**config.mk**
```make
export PLATFORM = sky130hd
export DESIGN_NAME = mem_arbiter_flat
export DESIGN_NICKNAME = d
export VERILOG_FILES = /design/src/rtl/mem_arbiter_pkg.sv /design/src/rtl/mem_arbiter_if.sv /design/src/rtl/mem_arbiter_rr_arb2.sv /design/src/rtl/mem_arbiter.sv /design/src/flat_wrapper.sv
export SDC_FILE = /design/constraint.sdc
export NUM_CORES = 1
export LEC_CHECK = 0
export CAP_MARGIN = 30
export CORE_UTILIZATION = 41
export CTS_BUF_LIST = sky130_fd_sc_hd__clkbuf_16
export DETAILED_ROUTE_END_ITERATION = 7
export PLACE_DENSITY = 0.88
export SYNTH_ARGS = -nofsm -noshare
export SYNTH_HDL_FRONTEND = slang
export SYNTH_SLANG_ARGS = --single-unit
export TNS_END_PERCENT = 30
```
**constraint.sdc**
```tcl
create_clock -name clk -period 4.3 [get_ports clk]
set_clock_uncertainty 0.1 [all_clocks]
set_input_delay 0.645 -clock clk [delete_from_list [all_inputs] [get_ports clk]]
set_output_delay 0.645 -clock clk [all_outputs]
set_load 0.02 [all_outputs]
```
**src/rtl/mem_arbiter_pkg.sv**
```systemverilog
// Shared port identifiers, counter width and FSM encoding for the
// fetch/data unified-memory arbiter.
package mem_arb_pkg;

  localparam logic PORT_IF = 1'b0;
  localparam logic PORT_D  = 1'b1;

  localparam int LAT_W = 4;

  typedef enum logic {
    IDLE = 1'b0,
    WAIT = 1'b1
  } arb_state_e;

endpackage

```
**src/rtl/mem_arbiter_if.sv**
```systemverilog
// Bus bundle between the core's fetch/data ports, the arbiter and the memory macro.
// The arbiter uses the slave view; the core/memory side uses the master view.
interface mem_arbiter_if #(
  parameter int ADDR_W = 32,
  parameter int DATA_W = 32
);
  localparam int BE_W = DATA_W / 8;

  logic              if_req;
  logic [ADDR_W-1:0] if_addr;
  logic              if_gnt;
  logic              if_rvalid;
  logic [DATA_W-1:0] if_rdata;

  logic              d_req;
  logic              d_we;
  logic [BE_W-1:0]   d_be;
  logic [ADDR_W-1:0] d_addr;
  logic [DATA_W-1:0] d_wdata;
  logic              d_gnt;
  logic              d_rvalid;
  logic [DATA_W-1:0] d_rdata;

  logic              mem_en;
  logic              mem_we;
  logic [BE_W-1:0]   mem_be;
  logic [ADDR_W-1:0] mem_addr;
  logic [DATA_W-1:0] mem_wdata;
  logic [DATA_W-1:0] mem_rdata;

  logic              busy;

  modport slave (
    input  if_req, if_addr, d_req, d_we, d_be, d_addr, d_wdata, mem_rdata,
    output if_gnt, if_rvalid, if_rdata, d_gnt, d_rvalid, d_rdata,
    output mem_en, mem_we, mem_be, mem_addr, mem_wdata, busy
  );

  modport master (
    output if_req, if_addr, d_req, d_we, d_be, d_addr, d_wdata, mem_rdata,
    input  if_gnt, if_rvalid, if_rdata, d_gnt, d_rvalid, d_rdata,
    input  mem_en, mem_we, mem_be, mem_addr, mem_wdata, busy
  );

endinterface

```
**src/rtl/mem_arbiter_rr_arb2.sv**
```systemverilog
// Two-input round-robin picker; the parent owns the last-grant flop.
module rr_arb2
  import mem_arb_pkg::*;
(
  input  logic [1:0] req,
  input  logic       last,
  output logic [1:0] grant
);

  logic [1:0] grant_s;

  // On a tie the port that did not win last time is served
  always_comb begin
    grant_s = 2'b00;
    case (req)
      2'b01: grant_s = 2'b01;
      2'b10: grant_s = 2'b10;
      2'b11: begin
        if (last == PORT_IF) begin
          grant_s = 2'b10;
        end else begin
          grant_s = 2'b01;
        end
      end
      default: grant_s = 2'b00;
    endcase
  end

  assign grant = grant_s;

endmodule

```
**src/rtl/mem_arbiter.sv**
```systemverilog
// Serialises the core's fetch and data ports onto one fixed-latency memory,
// one outstanding transaction at a time, with round-robin fairness.
module mem_arbiter
  import mem_arb_pkg::*;
#(
  parameter int ADDR_W  = 32,
  parameter int DATA_W  = 32,
  parameter int MEM_LAT = 2
) (
  input  logic         clk,
  input  logic         rst,
  mem_arbiter_if.slave bus
);

  localparam int BE_W = DATA_W / 8;
  localparam logic [LAT_W-1:0] LAT_INIT = LAT_W'(MEM_LAT);
  localparam logic [LAT_W-1:0] LAT_ONE  = LAT_W'(1);

  arb_state_e        state_r, next_state_s;
  logic [LAT_W-1:0]  lat_cnt_r;
  logic              owner_r, owner_we_r, last_gnt_r;
  logic [DATA_W-1:0] if_rdata_r, d_rdata_r;
  logic [1:0]        grant_s;

  logic              if_gnt_s, d_gnt_s, if_rvalid_s, d_rvalid_s;
  logic              mem_en_s, mem_we_s;
  logic [BE_W-1:0]   mem_be_s;
  logic [ADDR_W-1:0] mem_addr_s;
  logic [DATA_W-1:0] mem_wdata_s, if_rdata_s, d_rdata_s;

  rr_arb2 u_rr_arb2 (
    .req   ({bus.d_req, bus.if_req}),
    .last  (last_gnt_r),
    .grant (grant_s)
  );

  // Grant/issue in IDLE, response steering on the last WAIT cycle
  always_comb begin
    next_state_s = state_r;
    if_gnt_s     = 1'b0;
    d_gnt_s      = 1'b0;
    if_rvalid_s  = 1'b0;
    d_rvalid_s   = 1'b0;
    mem_en_s     = 1'b0;
    mem_we_s     = 1'b0;
    mem_be_s     = {BE_W{1'b0}};
    mem_addr_s   = {ADDR_W{1'b0}};
    mem_wdata_s  = {DATA_W{1'b0}};
    if_rdata_s   = if_rdata_r;
    d_rdata_s    = d_rdata_r;
    // Requests held through reset must not leak a combinational grant
    if (rst) begin
      next_state_s = IDLE;
    end else begin
      case (state_r)
        IDLE: begin
          if (grant_s[PORT_D]) begin
            d_gnt_s      = 1'b1;
            mem_en_s     = 1'b1;
            mem_we_s     = bus.d_we;
            mem_be_s     = bus.d_be;
            mem_addr_s   = bus.d_addr;
            mem_wdata_s  = bus.d_wdata;
            next_state_s = WAIT;
          end else if (grant_s[PORT_IF]) begin
            if_gnt_s     = 1'b1;
            mem_en_s     = 1'b1;
            mem_be_s     = {BE_W{1'b1}};
            mem_addr_s   = bus.if_addr;
            next_state_s = WAIT;
          end else begin
            next_state_s = IDLE;
          end
        end
        WAIT: begin
          if (lat_cnt_r == LAT_ONE) begin
            next_state_s = IDLE;
            if (owner_r == PORT_D) begin
              d_rvalid_s = 1'b1;
              d_rdata_s  = owner_we_r ? {DATA_W{1'b0}} : bus.mem_rdata;
            end else begin
              if_rvalid_s = 1'b1;
              if_rdata_s  = bus.mem_rdata;
            end
          end else begin
            next_state_s = WAIT;
          end
        end
        default: next_state_s = IDLE;
      endcase
    end
  end

  // FSM state, latency countdown and ownership of the in-flight access
  always_ff @(posedge clk or posedge rst) begin
    if (rst) begin
      state_r    <= IDLE;
      lat_cnt_r  <= {LAT_W{1'b0}};
      owner_r    <= PORT_IF;
      owner_we_r <= 1'b0;
      last_gnt_r <= PORT_IF;
    end else begin
      state_r <= next_state_s;
      if (mem_en_s) begin
        lat_cnt_r  <= LAT_INIT;
        owner_r    <= d_gnt_s ? PORT_D : PORT_IF;
        owner_we_r <= d_gnt_s & bus.d_we;
        last_gnt_r <= d_gnt_s ? PORT_D : PORT_IF;
      end else if (state_r == WAIT) begin
        lat_cnt_r <= lat_cnt_r - LAT_ONE;
      end
    end
  end

  // Per-port copy of the last response, presented between rvalid pulses
  always_ff @(posedge clk or posedge rst) begin
    if (rst) begin
      if_rdata_r <= {DATA_W{1'b0}};
      d_rdata_r  <= {DATA_W{1'b0}};
    end else begin
      if (if_rvalid_s) begin
        if_rdata_r <= if_rdata_s;
      end
      if (d_rvalid_s) begin
        d_rdata_r <= d_rdata_s;
      end
    end
  end

  assign bus.if_gnt    = if_gnt_s;
  assign bus.d_gnt     = d_gnt_s;
  assign bus.if_rvalid = if_rvalid_s;
  assign bus.d_rvalid  = d_rvalid_s;
  assign bus.if_rdata  = if_rdata_s;
  assign bus.d_rdata   = d_rdata_s;
  assign bus.mem_en    = mem_en_s;
  assign bus.mem_we    = mem_we_s;
  assign bus.mem_be    = mem_be_s;
  assign bus.mem_addr  = mem_addr_s;
  assign bus.mem_wdata = mem_wdata_s;
  assign bus.busy      = (state_r != IDLE);

endmodule
```
**src/flat_wrapper.sv**
```systemverilog
// flat-port wrapper written by rule: the top's interface ports become plain ports
module mem_arbiter_flat import mem_arb_pkg::*;
#(
  parameter int ADDR_W  = 32,
  parameter int DATA_W  = 32,
  parameter int MEM_LAT = 2
)
  (clk, rst, bus_if_req, bus_if_addr, bus_d_req, bus_d_we, bus_d_be, bus_d_addr, bus_d_wdata, bus_mem_rdata, bus_if_gnt, bus_if_rvalid, bus_if_rdata, bus_d_gnt, bus_d_rvalid, bus_d_rdata, bus_mem_en, bus_mem_we, bus_mem_be, bus_mem_addr, bus_mem_wdata, bus_busy);
  mem_arbiter_if #(.ADDR_W(ADDR_W), .DATA_W(DATA_W)) bus_i ();
  input  logic clk;
  input  logic rst;
  input wire logic [$bits(bus_i.if_req)-1:0] bus_if_req;
  input wire logic [$bits(bus_i.if_addr)-1:0] bus_if_addr;
  input wire logic [$bits(bus_i.d_req)-1:0] bus_d_req;
  input wire logic [$bits(bus_i.d_we)-1:0] bus_d_we;
  input wire logic [$bits(bus_i.d_be)-1:0] bus_d_be;
  input wire logic [$bits(bus_i.d_addr)-1:0] bus_d_addr;
  input wire logic [$bits(bus_i.d_wdata)-1:0] bus_d_wdata;
  input wire logic [$bits(bus_i.mem_rdata)-1:0] bus_mem_rdata;
  output wire logic [$bits(bus_i.if_gnt)-1:0] bus_if_gnt;
  output wire logic [$bits(bus_i.if_rvalid)-1:0] bus_if_rvalid;
  output wire logic [$bits(bus_i.if_rdata)-1:0] bus_if_rdata;
  output wire logic [$bits(bus_i.d_gnt)-1:0] bus_d_gnt;
  output wire logic [$bits(bus_i.d_rvalid)-1:0] bus_d_rvalid;
  output wire logic [$bits(bus_i.d_rdata)-1:0] bus_d_rdata;
  output wire logic [$bits(bus_i.mem_en)-1:0] bus_mem_en;
  output wire logic [$bits(bus_i.mem_we)-1:0] bus_mem_we;
  output wire logic [$bits(bus_i.mem_be)-1:0] bus_mem_be;
  output wire logic [$bits(bus_i.mem_addr)-1:0] bus_mem_addr;
  output wire logic [$bits(bus_i.mem_wdata)-1:0] bus_mem_wdata;
  output wire logic [$bits(bus_i.busy)-1:0] bus_busy;
  assign bus_i.if_req = bus_if_req;
  assign bus_i.if_addr = bus_if_addr;
  assign bus_i.d_req = bus_d_req;
  assign bus_i.d_we = bus_d_we;
  assign bus_i.d_be = bus_d_be;
  assign bus_i.d_addr = bus_d_addr;
  assign bus_i.d_wdata = bus_d_wdata;
  assign bus_i.mem_rdata = bus_mem_rdata;
  assign bus_if_gnt = bus_i.if_gnt;
  assign bus_if_rvalid = bus_i.if_rvalid;
  assign bus_if_rdata = bus_i.if_rdata;
  assign bus_d_gnt = bus_i.d_gnt;
  assign bus_d_rvalid = bus_i.d_rvalid;
  assign bus_d_rdata = bus_i.d_rdata;
  assign bus_mem_en = bus_i.mem_en;
  assign bus_mem_we = bus_i.mem_we;
  assign bus_mem_be = bus_i.mem_be;
  assign bus_mem_addr = bus_i.mem_addr;
  assign bus_mem_wdata = bus_i.mem_wdata;
  assign bus_busy = bus_i.busy;
  mem_arbiter #(.ADDR_W(ADDR_W), .DATA_W(DATA_W), .MEM_LAT(MEM_LAT)) u_core (.clk(clk), .rst(rst), .bus(bus_i));
endmodule
```
# Word-level counts from Yosys, hierarchy flattened
# Index checks and enable logic that the tools add are counted.
# Widths: inputs -> output; s select.
[word_totals] in_bits=137 word_cells=63 out_inout_bits=139 n_memories=0 mem_bits_rw=0 mem_bits_ro=0 latchBits=0 register_bits=71
[op_classes] multipliers=0 reduce_logical=1 order_cmp=0 add_sub_neg=1 n_eq_ne=4 shifts=0 n_mux=49 bitwise_logic=2 div_mod_pow=0
[ops] cell="$mux 32" count=16
[ops] cell="$mux 1" count=24
[ops] cell="$mux 4" count=6
[ops] cell="$pmux 2 s3" count=1
[ops] cell="$eq 2x2->1 const B" count=2
[ops] cell="$eq 4x1->1 const B" count=1
[ops] cell="$sub 4x1->4 const B" count=1
[ops] cell="$eq 2x1->1 const B" count=1
[ops] cell="$mux 2" count=1
[ops] cell="$pmux 1 s2" count=1
[ops] cell="$reduce_bool 2->1" count=1
[ops] cell="$and 1x1->1" count=1
[ops] cell="$not 1->1" count=1

# Depth between registers and ports, before layout
[depth] depth_word=7 depth_mapped=7 mapped_depth_nobuf=5

# By module
# A second synthesis with hierarchy kept.
[unflattened] cells_unflattened=368 hier_area_um2=4535.6
[by_module_without_submodules] module="mem_arbiter" cells_each=365 seq_area_each_um2=1776.7 instances=1 area_each_um2=4516.8
[by_module_without_submodules] module="rr_arb2" cells_each=3 seq_area_each_um2=0.0 instances=1 area_each_um2=18.8

# Worst setup path after synthesis
# No wires, ideal clock.
[synth_timing] path_kind="input port to flip-flop" startpoint="input port rst" endpoint="register u_core.state_r, in the netlist u_core.bus.busy" t_arrival_ns=2.631 cell_stages=3 setup_ns=0.076 required_time_ns=4.124 path_slack_ns=1.492 n_path_buf=0 path_cell_list="inv_1 o311ai_0 nand2_1"
[synth_between] elab_chain_len=1
[synth_lines] element="start: declaration" line="flat_wrapper.sv:11" text="input logic rst;"
[synth_lines] element="$mux 1" line="mem_arbiter.sv:52" text="if (rst) begin"
[synth_lines] element="named net u_core.next_state_s" line="mem_arbiter.sv:19" text="arb_state_e state_r, next_state_s;"
[synth_lines] element="end signal: assignment" line="mem_arbiter.sv:103" text="state_r <= next_state_s;"
[synth_lines] element="end: declaration" line="mem_arbiter.sv:19"
# The timed path passes the listed nets, and every way through them passes these cells.
# A chain may end at the register's enable or synchronous reset.

# Worst setup path in the final report
[layout_timing] startpoint="input port rst" endpoint="output port bus_if_rdata[1]"
[layout_between] elab_chain_len=1
[layout_lines] element="$mux 32" line="mem_arbiter.sv:52"
[layout_lines] element="end: declaration" line="flat_wrapper.sv:22" text="output wire logic [$bits(bus_i.if_rdata)-1:0] bus_if_rdata;"
# Every way passes these cells.

==> flow_metrics.tcl <==
set metrics [dict create \
    cts_post_setup_buffers_inserted 0 \
    post_synth.cell_area_avg_um2 12.40 \
    vias_per_cell 5.160 \
    ctsResizeCount 0 \
    cp-start-kind "input pin" \
    path_clk_slew_ns 0.05 \
    synthesis.instances 364 \
    die_area_um2 11430 \
    mappedNetlistNets 503 \
    netlist_area_um2 4514 \
    final_period_minus_worst_setup_slack_ns 3.929 \
    transition_time_at_the_pin_with_the_least_slew_margin_ns 0.9619 \
    drive_above_1_share_pct 24.61 \
    detailroute.via_count 3973 \
    synth.area.top_cells "dfrtp_1 (39%), mux2_2 (20%), mux2_4 (16%)" \
    end_kind "output port" \
    synth_top_area_share_pct 39.36 \
    total_negative_slack_ns 0 \
    cts_tree "done" \
    root_buffer "clkbuf_16" \
    cts.hold.buffers_added 0 \
    setup_viol_count_final 0 \
    timing.final.max_slew_violations 0 \
    met3RoutedLength_um 1330 \
    hold_class "reg -> reg" \
    unrepaired_setup_endpoints_after_global_routing "no" \
    maxCapViolCount 0 \
    synth_area_leader_cell "dfrtp_1" \
    vias_in_the_first_global_route 4048 \
    cts.path.max_buffers 2 \
    synthFlopType "dfrtp_1" \
    timing.max_slew.rel_slack_pct 35.87 \
    synth_seq_area_share_pct 39.36 \
    critPathMaxFanout 54 \
    h-tree-depth 3 \
    core_um2 10510 \
    drtIter0Drc 199 \
    antenna_found_initial 0 \
    gp_congestion 0.8926 \
    global_route_wire_length_before_repair_um 23060 \
    synthMostInstantiatedCell "mux2_2" \
    clock_insertion_delay_worst_skew_ns 0.33 \
    ys_top_cells_by_count "mux2_2 (79), dfrtp_1 (71), mux2_4 (49)" \
    ys_warn_count 0 \
    globalRouteTotalUtil_pct 27.56 \
    clock_buffer_count_from_cts 9 \
    ant_nets 0 \
    floorplan.die.height_um 106.9 \
    synth.lib_cells_used.distinct 29 \
    async_reset_ff_share_pct 100.0 \
    pin_count_of_the_biggest_net_entering_global_routing 66 \
    area_growth_syn_to_layout_pct 69.18 \
    report.final.hold_viol_count 0 \
    pwr_density_cell_nw_per_um2 548.4 \
    global_route.overflow_total 0 \
    holdWs_ns 0.4034 \
    number_of_synthesized_flops_with_an_enable_pin 0 \
    critical_path_at_ns 3.18 \
    design.portCount 276 \
    min_period_over_period_pct 91.36 \
    drcViolationCount 0 \
    topRoutingLayerUsed "met4" \
    core.rowCount 37 \
    fmax_mhz 254.5 \
    antenna_cells 0 \
    dp.final_hpwl_um 12500 \
    floorplan.initialDensity_pct 42.96 \
    yosys_register_bits 71 \
    path_class "in -> out" \
    met2_wirelength_um 7716 \
    outcome "finished, final reports clean" \
    cp_data_required_time_ns 3.56 \
    die_w_um 106.9 \
    buffers_added_on_ports 275 \
    clock_sinks 71 \
    nets 768 \
    post_drt_wl_per_cell_um 20.46 \
    irDropWorstVdd_v 0.0003061 \
    route.final.wire_length_um 15750 \
    static_leakage_nw 3.443 \
    drt_pre_antenna_iters 4 \
    met1_length_um 6009 \
]
==> cell usage in the layout, fill, tap and decap left out, drive strengths merged <==
master / netlist / final
clkdlybuf4s50: 0 / 275
mux2: 128 / 128
dfrtp: 71 / 71
a22o: 33 / 33
and2: 33 / 33
nor2b: 32 / 32
clkbuf: 10 / 9
buf: 19 / 8
inv: 7 / 7
nand2: 6 / 6
clkinv: 1 / 5
o21a: 4 / 4
nor2: 3 / 3
o21ai: 3 / 3
ha: 2 / 2
clkinvlp: 0 / 2
nand4bb: 1 / 1
nor3: 1 / 1
nor4b: 1 / 1
xnor2: 1 / 1
and3: 1 / 1
a21o: 1 / 1
or3: 1 / 1
nand2b: 1 / 1
xor2: 1 / 1
a21oi: 1 / 1
a2111oi: 1 / 1
o311ai: 1 / 1
bufinv: 0 / 1
==> critical path: stages <==
cell	delay, ns
clkdlybuf4s50_1	0.52
nand4bb_1	0.28
or3_4	0.68
mux2_4	0.43
clkdlybuf4s50_1	0.55
==> sequential cells by signal, summed over array words and instances, names as in the netlist <==
| signal | cells |
|---|---|
| u_core.bus.busy | 1 |
| u_core.owner_r | 1 |
| u_core.lat_cnt_r | 4 |
| u_core.d_rdata_r | 32 |
| u_core.if_rdata_r | 32 |
| u_core.owner_we_r | 1 |
==> where the power goes <==
| part | internal (mW) | total (mW) | switching [mW] | leakage (nW) |
|---|---|---|---|---|
| Combinational | 1.32 | 2.29 | 0.968 | 2.35 |
| Clock | 0.443 | 0.725 | 0.281 | 0.139 |
| Sequential | 0.975 | 1.17 | 0.196 | 0.950 |
==> area by class of cell <==
| type | instances | area, um^2 |
|---|---|---|
| clock buffer | 9 | 225.2 |
| clock inverter | 7 | 63.81 |
| fill | 747 | 2872 |
| inverter | 8 | 30.03 |
| multi-input combinational | 256 | 2546 |
| sequential | 71 | 1777 |
| tap | 136 | 170.2 |
| timing repair buffer | 283 | 2825 |
==> worst paths after layout <==
kind                                       from                     to  slack, ns  cells after the start
setup / recovery                            rst        bus_if_rdata[1]       0.37                      5
hold / removal             u_core.d_rdata_r[14]   u_core.d_rdata_r[14]       0.40                      1
setup reg to reg            u_core.lat_cnt_r[0]  u_core.if_rdata_r[28]       1.71                      5
hold reg to reg            u_core.d_rdata_r[14]   u_core.d_rdata_r[14]       0.40                      1
max in group asynchronous                   rst    u_core.d_rdata_r[6]       2.31                      3
min in group asynchronous                   rst  u_core.if_rdata_r[20]       0.82                      2
==> routing by layer <==
metal / GRT usage, % / up-vias
met2: 46.96 / 215
met3: 8.267 / 39
met4: 15.17 / 0
met1: 30.70 / 1896
met5: 0 / -
li1: - / 1823
==> stage by stage <==
stage	power [mW]	util [%]	instance area (um^2)	instances	setup WS, ns
5_1_grt	4.385	72.68	7637	770	0.3176
2_1_floorplan	2.455	-	4514	364	1.492
3_3_place_gp	3.387	69.93	7348	754	0.4914
3_5_place_dp	3.466	69.93	7348	754	0.4028
6_report	4.188	72.68	7637	770	0.3714
4_1_cts	4.213	72.68	7637	770	0.3830
==> cell families after synthesis <==
family | share of synthesized area, %
adders and majority gates | 0.5542
AOI/OAI and AO/OA | 8.204
DFF | 39.36
and+or+nand+nor | 10.73
buffers and inverters | 4.767
muxes | 36.00
xor gates and xnor gates | 0.3881
No activity file was read; power rests on OpenSTA's default activity.
